### config.mk
export PLATFORM = sky130hd
export DESIGN_NAME = memaccess_sequencer
export DESIGN_NICKNAME = d
export VERILOG_FILES = /design/src/rtl/memaccess_sequencer.sv
export SDC_FILE = /design/constraint.sdc
export NUM_CORES = 1
export LEC_CHECK = 0
export ABC_AREA = 1
export BUFFER_PORTS_ARGS = -buffer_cell sky130_fd_sc_hd__buf_2
export CORE_MARGIN = 3
export CORE_UTILIZATION = 30
export DETAILED_ROUTE_END_ITERATION = 8
export GPL_TIMING_DRIVEN = 0
export PLACE_DENSITY = 0.5
export SLEW_MARGIN = 20
export SYNTH_ARGS = -nofsm -noshare
export SYNTH_HDL_FRONTEND = slang
export SYNTH_SLANG_ARGS = --single-unit
### constraint.sdc
create_clock -name clock -period 3.1 [get_ports clock]
set_input_delay 0.62 -clock clock [delete_from_list [all_inputs] [get_ports clock]]
set_output_delay 0.62 -clock clock [all_outputs]
set_load 0.005 [all_outputs]
### src/rtl/memaccess_sequencer.sv
// Data-memory port sequencer for the LC3 MemAccess stage: turns LD/ST/LDI/STI into one or
// two valid/ack memory transactions with wait-state support and a bounded-wait timeout.
module memaccess_sequencer #(
   parameter int ADDR_W   = 16,
   parameter int DATA_W   = 16,
   parameter int MAX_WAIT = 15
) (
   input  logic              clock,
   input  logic              reset_n,
   input  logic              start,
   input  logic [1:0]        op,
   input  logic [ADDR_W-1:0] M_Addr,
   input  logic [DATA_W-1:0] M_Data,
   input  logic [DATA_W-1:0] DMem_dout,
   input  logic              DMem_ack,
   output logic              DMem_en,
   output logic              DMem_rd,
   output logic [ADDR_W-1:0] DMem_addr,
   output logic [DATA_W-1:0] DMem_din,
   output logic [1:0]        mem_state,
   output logic              busy,
   output logic              done,
   output logic              err,
   output logic [DATA_W-1:0] memout
);

   localparam int CNT_W = (MAX_WAIT < 2) ? 1 : $clog2(MAX_WAIT + 1);
   localparam logic [CNT_W-1:0] LAST_WAIT = CNT_W'(MAX_WAIT - 1);

   typedef enum logic [2:0] {
      S_IDLE,
      S_IND,
      S_RD,
      S_WR,
      S_FIN
   } state_e;

   state_e            state_q, state_d;
   logic              store_q, store_d;
   logic [ADDR_W-1:0] addr_q, addr_d;
   logic [DATA_W-1:0] din_q, din_d;
   logic [DATA_W-1:0] memOut_q, memOut_d;
   logic [CNT_W-1:0]  waitCnt_q, waitCnt_d;
   logic              err_q, err_d;
   logic              accessActive;

   assign accessActive = (state_q == S_IND) || (state_q == S_RD) || (state_q == S_WR);

   always_ff @(posedge clock or negedge reset_n) begin
      if (!reset_n) begin
         state_q   <= S_IDLE;
         store_q   <= 1'b0;
         addr_q    <= '0;
         din_q     <= '0;
         memOut_q  <= '0;
         waitCnt_q <= '0;
         err_q     <= 1'b0;
      end else begin
         state_q   <= state_d;
         store_q   <= store_d;
         addr_q    <= addr_d;
         din_q     <= din_d;
         memOut_q  <= memOut_d;
         waitCnt_q <= waitCnt_d;
         err_q     <= err_d;
      end
   end

   // An ack on the last permitted wait cycle wins over the timeout.
   always_comb begin
      state_d   = state_q;
      store_d   = store_q;
      addr_d    = addr_q;
      din_d     = din_q;
      memOut_d  = memOut_q;
      waitCnt_d = waitCnt_q;
      err_d     = 1'b0;
      case (state_q)
         S_IDLE: begin
            if (start) begin
               store_d   = op[0];
               addr_d    = M_Addr;
               din_d     = M_Data;
               waitCnt_d = '0;
               case (op)
                  2'b00:   state_d = S_RD;
                  2'b01:   state_d = S_WR;
                  default: state_d = S_IND;
               endcase
            end
         end
         S_IND, S_RD, S_WR: begin
            if (DMem_ack) begin
               waitCnt_d = '0;
               if (state_q == S_IND) begin
                  addr_d  = ADDR_W'(DMem_dout);
                  state_d = store_q ? S_WR : S_RD;
               end else begin
                  if (state_q == S_RD) begin
                     memOut_d = DMem_dout;
                  end
                  state_d = S_FIN;
               end
            end else if (waitCnt_q == LAST_WAIT) begin
               waitCnt_d = '0;
               err_d     = 1'b1;
               state_d   = S_FIN;
            end else begin
               waitCnt_d = waitCnt_q + 1'b1;
            end
         end
         S_FIN: begin
            waitCnt_d = '0;
            state_d   = S_IDLE;
         end
         default: state_d = S_IDLE;
      endcase
   end

   always_comb begin
      mem_state = 2'd3;
      DMem_rd   = 1'b0;
      case (state_q)
         S_IND: begin
            mem_state = 2'd1;
            DMem_rd   = 1'b1;
         end
         S_RD: begin
            mem_state = 2'd0;
            DMem_rd   = 1'b1;
         end
         S_WR:    mem_state = 2'd2;
         default: mem_state = 2'd3;
      endcase
   end

   assign DMem_en   = accessActive;
   assign DMem_addr = addr_q;
   assign DMem_din  = din_q;
   assign busy      = (state_q != S_IDLE);
   assign done      = (state_q == S_FIN);
   assign err       = err_q;
   assign memout    = memOut_q;

endmodule

Word-level counts from Yosys, hierarchy flattened
Cells that the tools add are included.
- equal/unequal tests: 10
- bitwise logic cells: 1
- add/subtract/negate cells: 1
- magnitude comparators: 0
- multiply operators: 0
- shift operators: 0
- divide/modulo/power cells: 0
- reduce and logical (&&, ||, !) cells: 14
- multiplexer cells: 20
- operator list (kind ; count):
    two-way mux 16 bit ; 3
    one-hot mux 16 bit (2 select lines) ; 1
    two-way mux 3 bit ; 4
    two-way mux 4 bit ; 3
    one-hot mux 4 bit (3 select lines) ; 1
    AND reduction 4 bit ; 2
    equality test 3 x 2 -> 1 bit, second input constant ; 2
    inequality test 2 bit, second input constant ; 3
    one-hot mux 2 bit (3 select lines) ; 1
    one-hot mux 3 bit (2 select lines) ; 1
    AND reduction 2 bit ; 3
    nonzero test 3 bit ; 2
    two-way mux 1 bit ; 5
    adder 4 x 1 -> 4 bit, second input constant ; 1
    equality test 4 bit, second input constant ; 1
    one-hot mux 2 bit (2 select lines) ; 1
    equality test 3 x 1 -> 1 bit, second input constant ; 1
    equality test 3 bit, second input constant ; 1
    logical NOT 3 bit ; 1
    inequality test 3 bit, second input constant ; 1
    OR reduction 3 bit ; 1
    equality test 2 x 1 -> 1 bit, second input constant ; 1
    logical NOT 2 bit ; 1
    logical OR 1 bit ; 2
    3 further kinds ; 3
- word-level logic and storage cells: 53
- bits in latches: 0
- input bits: 54
- output and inout port bits: 55
- register bits: 57
- memories kept: 0
- bits in read-only memories: 0
- RAM bits: 0

Depth between registers and ports, before layout
Gate-level depths: netlist of run 1.
- depth after elaboration: 4
- mapped depth: 9
- depth with buffers taken out: 8

Worst setup path after synthesis of run 1
No wires, ideal clock.
- kind: register to output
- from: register state_q[1]
- to: output mem_state[1]
- cell stages (with the launch flop): 6
- setup slack: 1.510 ns
- required time: 2.480 ns
- path buffers: 0
- data arrival time: 0.970 ns
- cell sequence: dfrtp_1 -> inv_2 -> nor2_1 -> inv_1 -> o21ai_0 -> inv_1
- longest elaborated chain between the ends: 2
- elaborated cells between the ends (all ways): 4
- those cells by class: eq/ne (3); mux (1)
- ends and longest elaborated chain (element ; line ; RTL):
    from (decl) ; 38 ; state_e state_q, state_d;
    from (signal assigned) ; 59 ; state_q <= state_d;
    equality test 3 x 2 -> 1 bit or equality test 3 x 1 -> 1 bit (tied branches) ; 123 ; case (state_q)
    one-hot mux 2 bit (3 select lines) (*) ; 123 ;
    to (decl) ; 20 ; output logic [1:0] mem_state,
Mark *: on every way between the ends. The rest lies on a longest branch, timed or not.

Worst setup path after layout of run 1
Same ends and word-level chain as after synthesis.

==> key figures, run 1 <==
Layout
  • Most frequent cells in the layout: 132 x nand2_1, 112 x buf_2, 57 x dfrtp_1
  • Inserted Diodes: 0
  • Fraction of layout cells with a size suffix above 1: 34.0%
  • Fill cells: 903
  • Syn-to-layout area delta: 32.4%
  • Nets@finish: 493
  • Commonest non-fill, non-tap cell in the layout: nand2_1

Worst setup path
  • Crit. End Element: output pin
  • Critical Path AT: 1.41 ns
  • Critical path data required time: 2.48 ns
  • Crit. Startpoint: state_q[1]$_DFFE_PN0P_
  • Flop2flop setup slack: 1.69 ns
  • R2r startpoint: state_q[1]$_DFFE_PN0P_
  • Crit start category: register
  • Worst-path fanout max: 4
  • Kind of critical path: register to output pin

Timing
  • Final min period: 2.03 ns
  • Worst-Margin Slew: 0.724 ns
  • Period utilization: 65.5%
  • Fmax: 493 MHz
  • Hold Fails Final Rpt: 0
  • PnR worst setup slack: 1.07 ns
  • Worst Skew: 0.00731 ns
  • Setup TNS: 0 ns
  • Slew margin rel.: 51.8%
  • Unrepaired setup endpoints after global routing: false
  • Max-slew violation count: 0
  • Setup violations, final: 0

Routing
  • Via count: 2,441
  • 1st-iter DRT viols: 90
  • First-pass iteration count of the detailed router: 4
  • Drt wl/cell: 13.0 microns
  • Drt drc: 0
  • Final Routed Wirelength: 7070 microns
  • Antenna Nets Post-Route: 0
  • Vias/cell: 4.47

Synth
  • Count of unique library cells instantiated by Yosys: 23
  • Cell Area, Synth: 0.00264 sq mm
  • Sequential cell area fraction in the yosys report: 54.0%
  • #FFs+latches synth: 57
  • Syn. warnings: 0
  • Syn Nets: 374
  • Avg Cell Area, Syn: 8.30 sq um
  • Cells after synthesis: 318

Status
  • Outcome: completed

Clock network
  • CTS tree: built
  • Post_cts resized: 0
  • Clock Pin Slew Worst Setup and Hold Paths: 0.06 ns
  • Cts hold-fix bufs: 0
  • CTS HTree Levels: 3
  • Clk Latency, worst-skew pair: 0.33 ns
  • Maximum clock insertion buffer count: 2
  • Clock Tree Root: clkbuf_8
  • CTS sink cnt: 57
  • # Post-CTS Setup Buffers: 0
  • Clock buffer count from CTS: 9

Power and ir drop
  • P_leak: 2.02 nW
  • Seq pwr share: 36.1%
  • Power density cells: 997 mW/mm^2
  • Tot Pwr: 3.48 mW
  • Net Switching: 1.40 mW
  • Sw Share: 40.3%
  • Combinational power share: 45.5%
  • Clock network power share: 18.4%
  • Max IR drop VDD: 0.339 mV
  • Internal: 2.08 mW

Floorplanning
  • Die Width: 99.8 microns
  • I/O pin count: 109
  • Initial Util: 31.5%
  • Cell Rows: 33
  • Die area: 0.00996 sq mm
  • Core area: 0.00838 sq mm
  • Die height: 99.8 microns

Place
  • Post-Place Worst Slack: 1.40 ns
  • DP Wirelength: 5180 microns
  • I/O Buffers: 108
  • Routability cong.: 0.789

Global route
  • GRT Total Usage: 15.2%
  • Vias in the first global route: 2,438
  • Initial antenna violation count: 0
  • First-pass GRT wire length: 11,900 microns
  • Pin count of the biggest net entering global routing: 58
  • GRT overflow: 0

Run
  • Max Cap Viol: 0

Min path
  • Hold Path Class: primary input to asynchronous set/reset pin
[per-stage QoR]
stage	util [%]	area, sq um	hold WS [ns]	cells
6_report	41.7	3500	0.348	546
5_1_grt	41.7	3500	0.398	546
4_1_cts	41.7	3500	0.374	546
3_5_place_dp	39.5	3310	0.455	531
3_3_place_gp	39.5	3310	0.453	531
2_1_floorplan	-	2640	0.324	318
[layout make-up]
cell class	count	area, sq um	share of cell area (%)
Buffer	13	104	2.97
Clock buffer	13	169	4.83
Clock inverter	2	12.5	0.358
Inverter	30	115	3.29
Multi-Input combinational cell	218	995	28.5
Sequential cell	57	1430	40.8
Tap cell	105	131	3.76
Timing Repair Buffer	108	543	15.5
[layer usage]
layer  vias to the layer above  part of all wire (%)  global-route usage (%)
met5                         -                     0                       0
met1                      1119                    48                    20.5
li1                       1242                     -                       -
met4                         0                   1.1                    5.04
met3                         7                   7.2                    5.00
met2                        73                    44                    23.1
[cells in the mapped netlist, drive strengths merged]
cell type / number / area [sq um]
nor2: 9 / 51.3
nand2: 138 / 548
buf: 12 / 100
nand3: 24 / 120
dfrtp: 57 / 1430
a21oi: 1 / 16.3
xor2: 1 / 8.76
o21ai: 39 / 199
o21bai: 1 / 7.51
ha: 2 / 25.0
clkbuf: 1 / 3.75
nand4: 3 / 18.8
inv: 30 / 115
[cell families after synthesis]
kind of cell             Yosys count  share of synthesized area (%)
AO/OA/AOI/OAI                     41                           8.44
flip-flops                        57                           54.0
AND/OR/NAND/NOR                  174                           28.0
adder cells (fa/ha/maj)            2                          0.948
buffers and inverters             43                           8.29
XOR/XNOR                           1                          0.332
[flip-flops by register name, summed over array words and instances (netlist names)]
register and flops:
memout 16, err 1, waitCnt_q 4, DMem_addr 16, store_q 1, state_q 3
DMem_din 16
[critical path, stage by stage (launching register included)]
cell and delay (ns):
dfrtp_1 0.46, inv_2 0.06, nor2_1 0.14, inv_1 0.06
o21ai_0 0.18, inv_1 0.05, buf_2 0.12
[final timing paths]
path | endpoint | cells past startpoint
min in group clock | DMem_din[1]$_DFFE_PN0P_ | 2
min reg2reg | DMem_din[1]$_DFFE_PN0P_ | 2
max in group asynchronous | waitCnt_q[3]$_DFFE_PN0P_ | 1
min | err$_DFF_PN0_ | 1
max reg2reg | memout[9]$_DFFE_PN0P_ | 6
max | mem_state[1] | 6
[power groups by stage]
| stage | Sequential (mW) | Clock, mW | Combinational, mW |
|---|---|---|---|
| floorplan | 1.28 | 0 | 0.948 |
| global placement | 1.26 | 0 | 1.60 |
| detailed placement | 1.26 | 0 | 1.63 |
| CTS | 1.26 | 0.658 | 1.63 |
| global route | 1.29 | 0.703 | 1.84 |
| finish | 1.26 | 0.640 | 1.58 |
(Power assumes the default switching activity.)
==> inputs of run 2 (changes only) <==
ABC_AREA = 0   (was 1)
clock period = 2.01 ns   (was 3.1 ns; I/O delays follow)
==> run 2 against run 1 <==
- synthesized area decreased by 2.5%
- critical path type unchanged
- via count is 23% lower
- final cell count decreased by 26%
- utilization grew 0.11 points
- largest cell class unchanged
- critical endpoint unchanged
==> key figures, run 2 <==
Run
  • Max Cap Viol: 0

Clock network
  • Clock Pin Slew Worst Setup and Hold Paths: 0.07 ns
  • CTS tree: built
  • Cts hold-fix bufs: 0
  • CTS sink cnt: 57
  • Clock buffer count from CTS: 9
  • Clk Latency, worst-skew pair: 0.33 ns
  • CTS HTree Levels: 3
  • Maximum clock insertion buffer count: 2
  • # Post-CTS Setup Buffers: 0
  • Clock Tree Root: clkbuf_8

Layout
  • Fraction of layout cells with a size suffix above 1: 67.1%
  • Fin util: 41.8%
  • Syn-to-layout area delta: 34.1%
  • Nets@finish: 352
  • Commonest non-fill, non-tap cell in the layout: buf_2
  • Inserted Diodes: 0
  • Most frequent cells in the layout: 108 x buf_2, 66 x mux2_2, 57 x dfrtp_1
  • Fill cells: 806

Synth
  • EDFF count, synth: 0
  • Avg Cell Area, Syn: 14.5 sq um
  • Count of unique library cells instantiated by Yosys: 37
  • Top-count cell post-synth: mux2_2
  • Syn. warnings: 0
  • Yosys top cell area share: 55.4%
  • Async set-reset flop share out of synthesis: 100%
  • Top post-synthesis cells by area: dfrtp_1 55%, mux2_2 29%, buf_6 1.3%
  • Sequential cell area fraction in the yosys report: 55.4%
  • Cell Area, Synth: 0.00257 sq mm
  • Cells after synthesis: 178
  • Top cell type by total area after synthesis: dfrtp_1
  • Post-synth top cells: 66 x mux2_2, 57 x dfrtp_1, 6 x inv_1
  • #FFs+latches synth: 57
  • Syn Nets: 234
  • Synth Flop Type: dfrtp_1

Timing
  • Worst Skew: 0.00865 ns
  • Setup TNS: 0 ns
  • Fmax: 539 MHz
  • Worst-Margin Slew: 0.718 ns
  • Hold Fails Final Rpt: 0
  • Max-slew violation count: 0
  • Final min period: 1.86 ns
  • Period utilization: 92.4%
  • Unrepaired setup endpoints after global routing: false
  • Slew margin rel.: 52.1%
  • Setup violations, final: 0

Global route
  • Pin count of the biggest net entering global routing: 58
  • First-pass GRT wire length: 9790 microns
  • GRT Total Usage: 12.9%
  • Initial antenna violation count: 0
  • Vias in the first global route: 2,013
  • GRT overflow: 0

Worst setup path
  • Flop2flop setup slack: 0.29 ns
  • Slowest-stage cell, CP: dfrtp_1
  • Worst-path fanout max: 10
  • CP Cell Sequence: clkbuf_4, xor2_1, nor2b_1, inv_1, buf_2
  • Number of cells on the worst reg-to-reg path: 4
  • Critical Path AT: 1.45 ns
  • Max incr delay on CP: 0.41 ns
  • R2r endpoint: DMem_addr[6]$_DFFE_PN0P_
  • R2r startpoint: state_q[1]$_DFFE_PN0P_
  • Crit start category: register
  • Buf+Inv Stages, Crit Path: 3
  • Critical path data required time: 1.61 ns
  • WP depth: 5
  • CP delay by family, top: flip-flops
  • Kind of critical path: register to output pin
  • Crit. End Element: output pin

Status
  • Outcome: completed

Routing
  • Drt wl/cell: 14.6 microns
  • Via count: 1,868
  • Vias/cell: 4.60
  • Antenna Nets Post-Route: 0
  • 1st-iter DRT viols: 35
  • First-pass iteration count of the detailed router: 4
  • Drt drc: 0
  • Final Routed Wirelength: 5930 microns

Place
  • Routability cong.: 0.734
  • I/O Buffers: 107
  • DP Wirelength: 4290 microns

Floorplanning
  • Initial Util: 31.2%
  • Die height: 98.6 microns
  • Die area: 0.00973 sq mm
  • I/O pin count: 109
  • Cell Rows: 33
  • Die Width: 98.6 microns
  • Core area: 0.00826 sq mm

Min path
  • Hold Path Class: primary input to asynchronous set/reset pin

Power and ir drop
  • Max IR drop VDD: 0.603 mV
  • P_leak: 1.67 nW
  • Power density cells: 1550 mW/mm^2
run 2: metal layers:
layer / global-route usage, % / up-vias / part of all wire [%]
li1: - / 870 / -
met1: 16.0 / 924 / 44
met2: 19.7 / 70 / 46
met3: 6.09 / 4 / 9.6
met4: 4.41 / 0 / 0.74
met5: 0 / - / 0
run 2: cell families after synthesis:
logic type | synth area share (%)
AND/OR/NAND/NOR | 7.34
adder cells (fa/ha/maj) | 0.972
multiplexers | 29.3
buffers and inverters | 3.45
XOR/XNOR | 0.340
flip-flops | 55.4
AO/OA/AOI/OAI | 3.26
run 2: cell type report:
type / count / area, sq um / area share [%]
buffer: 9 / 71.3 / 2.07
multi-input combinational: 106 / 1060 / 30.7
clock buffer: 10 / 138 / 3.99
clock inverter: 6 / 66.3 / 1.92
sequential: 57 / 1430 / 41.3
timing repair buffer: 107 / 538 / 15.6
inverter: 6 / 22.5 / 0.652
tap: 105 / 131 / 3.80
run 2: worst max path at each step:
| stage | startpoint | slack [ns] | to |
|---|---|---|---|
| 2_1_floorplan | state_q[0]$_DFFE_PN0P_ | 0.45 | DMem_din[10]$_DFFE_PN0P_ |
| 3_3_place_gp | DMem_ack | 0.19 | DMem_addr[4]$_DFFE_PN0P_ |
| 3_5_place_dp | DMem_ack | 0.16 | DMem_addr[6]$_DFFE_PN0P_ |
| 4_1_cts | state_q[0]$_DFFE_PN0P_ | 0.06 | mem_state[1] |
| 5_1_grt | state_q[0]$_DFFE_PN0P_ | 0.01 | mem_state[1] |
| 6_report | state_q[1]$_DFFE_PN0P_ | 0.15 | mem_state[1] |
run 2: worst reg2reg max path: cells and delay by family (launching register included):
kind	cells	cell delay [ns]
buffers and inverters	2	0.44
DFF	1	0.42
muxes	1	0.35
and+or+nand+nor	1	0.40
run 2: what timing repair did:
action	in CTS	in global routing
endpoints found under the setup margin	0	2
gates resized for setup	0	3
endpoints found under the hold margin	0	0
run 2: through the flow:
step | hold slack (ns) | instances | power (mW) | setup slack (ns) | area [sq um]
2_1_floorplan | 0.106 | 178 | 3.38 | 0.453 | 2570
3_3_place_gp | 0.485 | 390 | 4.28 | 0.195 | 3240
3_5_place_dp | 0.491 | 390 | 4.33 | 0.159 | 3240
4_1_cts | 0.151 | 406 | 5.46 | 0.0640 | 3450
5_1_grt | 0.177 | 406 | 5.76 | 0.0119 | 3450
6_report | 0.128 | 406 | 5.35 | 0.154 | 3450
run 2: report_power, final:
part / total (mW) / internal (mW) / switching (mW)
logic: 2.28 / 1.31 / 0.965
registers: 1.98 / 1.70 / 0.277
clock network: 1.10 / 0.608 / 0.489
==> inputs of run 3 (changes only) <==
CORE_ASPECT_RATIO = 2   (was not set)
==> run 3 against run 2 <==
- worst setup slack got worse by 0.039 ns
- clock-buffer cell count increased by 3
- design area increased by 2.8%
- sequential share of layout area decreased by 1.1 points
- largest cell class unchanged
- highest routed layer unchanged
==> key figures, run 3 (same netlist as run 2, synthesis figures left out) <==
Floorplanning
  • Die height: 137 microns
  • Die area: 0.00980 sq mm
  • Cell Rows: 47
  • I/O pin count: 109
  • Die Width: 71.5 microns
  • Initial Util: 31.1%
  • Core area: 0.00829 sq mm

Worst setup path
  • Worst-path fanout max: 10
  • Crit start category: register
  • Crit. End Element: output pin
  • Critical Path AT: 1.49 ns
  • Kind of critical path: register to output pin
  • Max incr delay on CP: 0.41 ns
  • Critical path data required time: 1.61 ns
  • Slowest-stage cell, CP: dfrtp_1
  • CP Cell Sequence: buf_2, xor2_1, nor2b_1, inv_1, buf_2
  • Most common cell on crit path: buf_2

Clock network
  • # Post-CTS Setup Buffers: 0
  • Clock Pin Slew Worst Setup and Hold Paths: 0.05 ns
  • Clock Tree Root: clkbuf_16
  • CTS tree: built
  • Post_cts resized: 0
  • CTS sink cnt: 57
  • CTS HTree Levels: 3
  • Clk Latency, worst-skew pair: 0.32 ns
  • Clock buffer count from CTS: 9
  • Cts hold-fix bufs: 0
  • Maximum clock insertion buffer count: 2

Global route
  • GRT Total Usage: 13.5%
  • Initial antenna violation count: 0
  • GRT overflow: 0
  • Vias in the first global route: 2,009
  • GR Layer Usage met3: 3.90%
  • Pin count of the biggest net entering global routing: 58
  • Busiest layer in global routing: met2
  • M2 GR Usage: 24.2%
  • Met1 usage in global routing: 14.2%
  • First-pass GRT wire length: 9980 microns

Layout
  • Final std cells w/o fill: 398
  • Fraction of layout cells with a size suffix above 1: 67.0%
  • Inserted Diodes: 0
  • Multi-input gate area in the final layout: 0.00106 sq mm
  • Commonest non-fill, non-tap cell in the layout: buf_2
  • Most frequent cells in the layout: 110 x buf_2, 66 x mux2_2, 57 x dfrtp_1
  • Fill cells: 810
  • Syn-to-layout area delta: 37.9%
  • Nets@finish: 352
  • Storage element area: 0.00143 sq mm

Timing
  • Period utilization: 94.3%
  • Setup TNS: 0 ns
  • Max-slew violation count: 0
  • Setup violations, final: 0
  • Final min period: 1.89 ns
  • Fmax: 528 MHz
  • Worst Skew: 0.00499 ns
  • Worst-Margin Slew: 0.752 ns
  • Unrepaired setup endpoints after global routing: false
  • Hold Fails Final Rpt: 0
  • Slew margin rel.: 49.9%

Routing
  • 1st-iter DRT viols: 45
  • Vias/cell: 4.66
  • Antenna Nets Post-Route: 0
  • Via count: 1,854
  • Drt drc: 0
  • Final Routed Wirelength: 6340 microns
  • First-pass iteration count of the detailed router: 4
  • Drt wl/cell: 15.9 microns

Status
  • Outcome: completed

Power and ir drop
  • Internal: 4.09 mW
  • Net Switching: 1.74 mW
  • Power density cells: 1640 mW/mm^2
  • Max IR drop VDD: 0.642 mV
  • Combinational power share: 39.1%
  • Clock network power share: 27.0%
  • Seq pwr share: 33.9%
  • P_leak: 1.73 nW
  • Sw Share: 29.8%

Place
  • DP Wirelength: 4690 microns
  • Routability cong.: 0.705
  • Dpl cells: 383
  • I/O Buffers: 107

Run
  • Max Cap Viol: 0

Min path
  • Hold Path Class: primary input to asynchronous set/reset pin
==> run 3: changes by cell type in the layout (fill, tap and decap cells not counted) <==
cell / change
inv_6: -1
buf_4: -1
buf_2: +2
clkbuf_8: -6
clkbuf_4: -1
clkbuf_16: +9
clkinvlp_4: -3
==> run 3: final timing paths <==
path	from	end	slack, ns	depth (start not counted)
setup / recovery	state_q[0]$_DFFE_PN0P_	mem_state[1]	0.12	5
hold / removal	reset_n	memout[1]$_DFFE_PN0P_	0.15	1
setup reg to reg	state_q[0]$_DFFE_PN0P_	memout[7]$_DFFE_PN0P_	0.23	4
hold reg to reg	memout[2]$_DFFE_PN0P_	memout[2]$_DFFE_PN0P_	0.50	1
max in group asynchronous	reset_n	DMem_din[6]$_DFFE_PN0P_	1.36	1
min in group clock	M_Data[7]	DMem_din[7]$_DFFE_PN0P_	0.31	2
==> run 3: metal layers <==
metal,up-vias,part of all wire [%]
li1,881,-
met1,909,37
met2,58,56
met3,6,5.5
met4,0,1.6
met5,-,0
==> run 3: through the flow <==
| stage | area (sq um) | utilization (%) | worst slack [ns] | hold WS (ns) | power (mW) |
|---|---|---|---|---|---|
| after global placement | 3230 | 39.0 | 0.162 | 0.484 | 4.31 |
| after CTS | 3550 | 42.8 | 0.0876 | 0.188 | 5.97 |
| final | 3550 | 42.8 | 0.115 | 0.153 | 5.83 |
| after global routing | 3550 | 42.8 | 0.0273 | 0.215 | 6.23 |
| after floorplan | 2570 | - | 0.453 | 0.106 | 3.38 |
| after detailed placement | 3240 | 39.0 | 0.155 | 0.490 | 4.36 |
==> run 3: layout make-up <==
type | count | area share, %
repair buffers | 107 | 15.2
flip-flops and latches | 57 | 40.2
clock buffers | 13 | 7.89
plain buffers | 9 | 1.87
clock inverters | 2 | 0.987
well taps | 98 | 3.45
multi-input cells | 106 | 29.8
inverters | 6 | 0.634
==> run 3: power by group through the flow <==
stage                     combinational, mW  sequential [mW]  clock (mW)
after CTS                              2.36             1.99        1.62
after global routing                   2.51             2.06        1.66
after detailed placement               2.36             2.00           0
after floorplan                        1.35             2.03           0
after global placement                 2.33             1.98           0
final                                  2.28             1.98        1.57
==> run 3: worst max-delay path, delay by kind of cell (launching register included) <==
kind                      cells  cell delay, ns
buffers and inverters         3            0.44
xor gates and xnor gates      1            0.15
and+or+nand+nor               1            0.18
DFF                           1            0.41
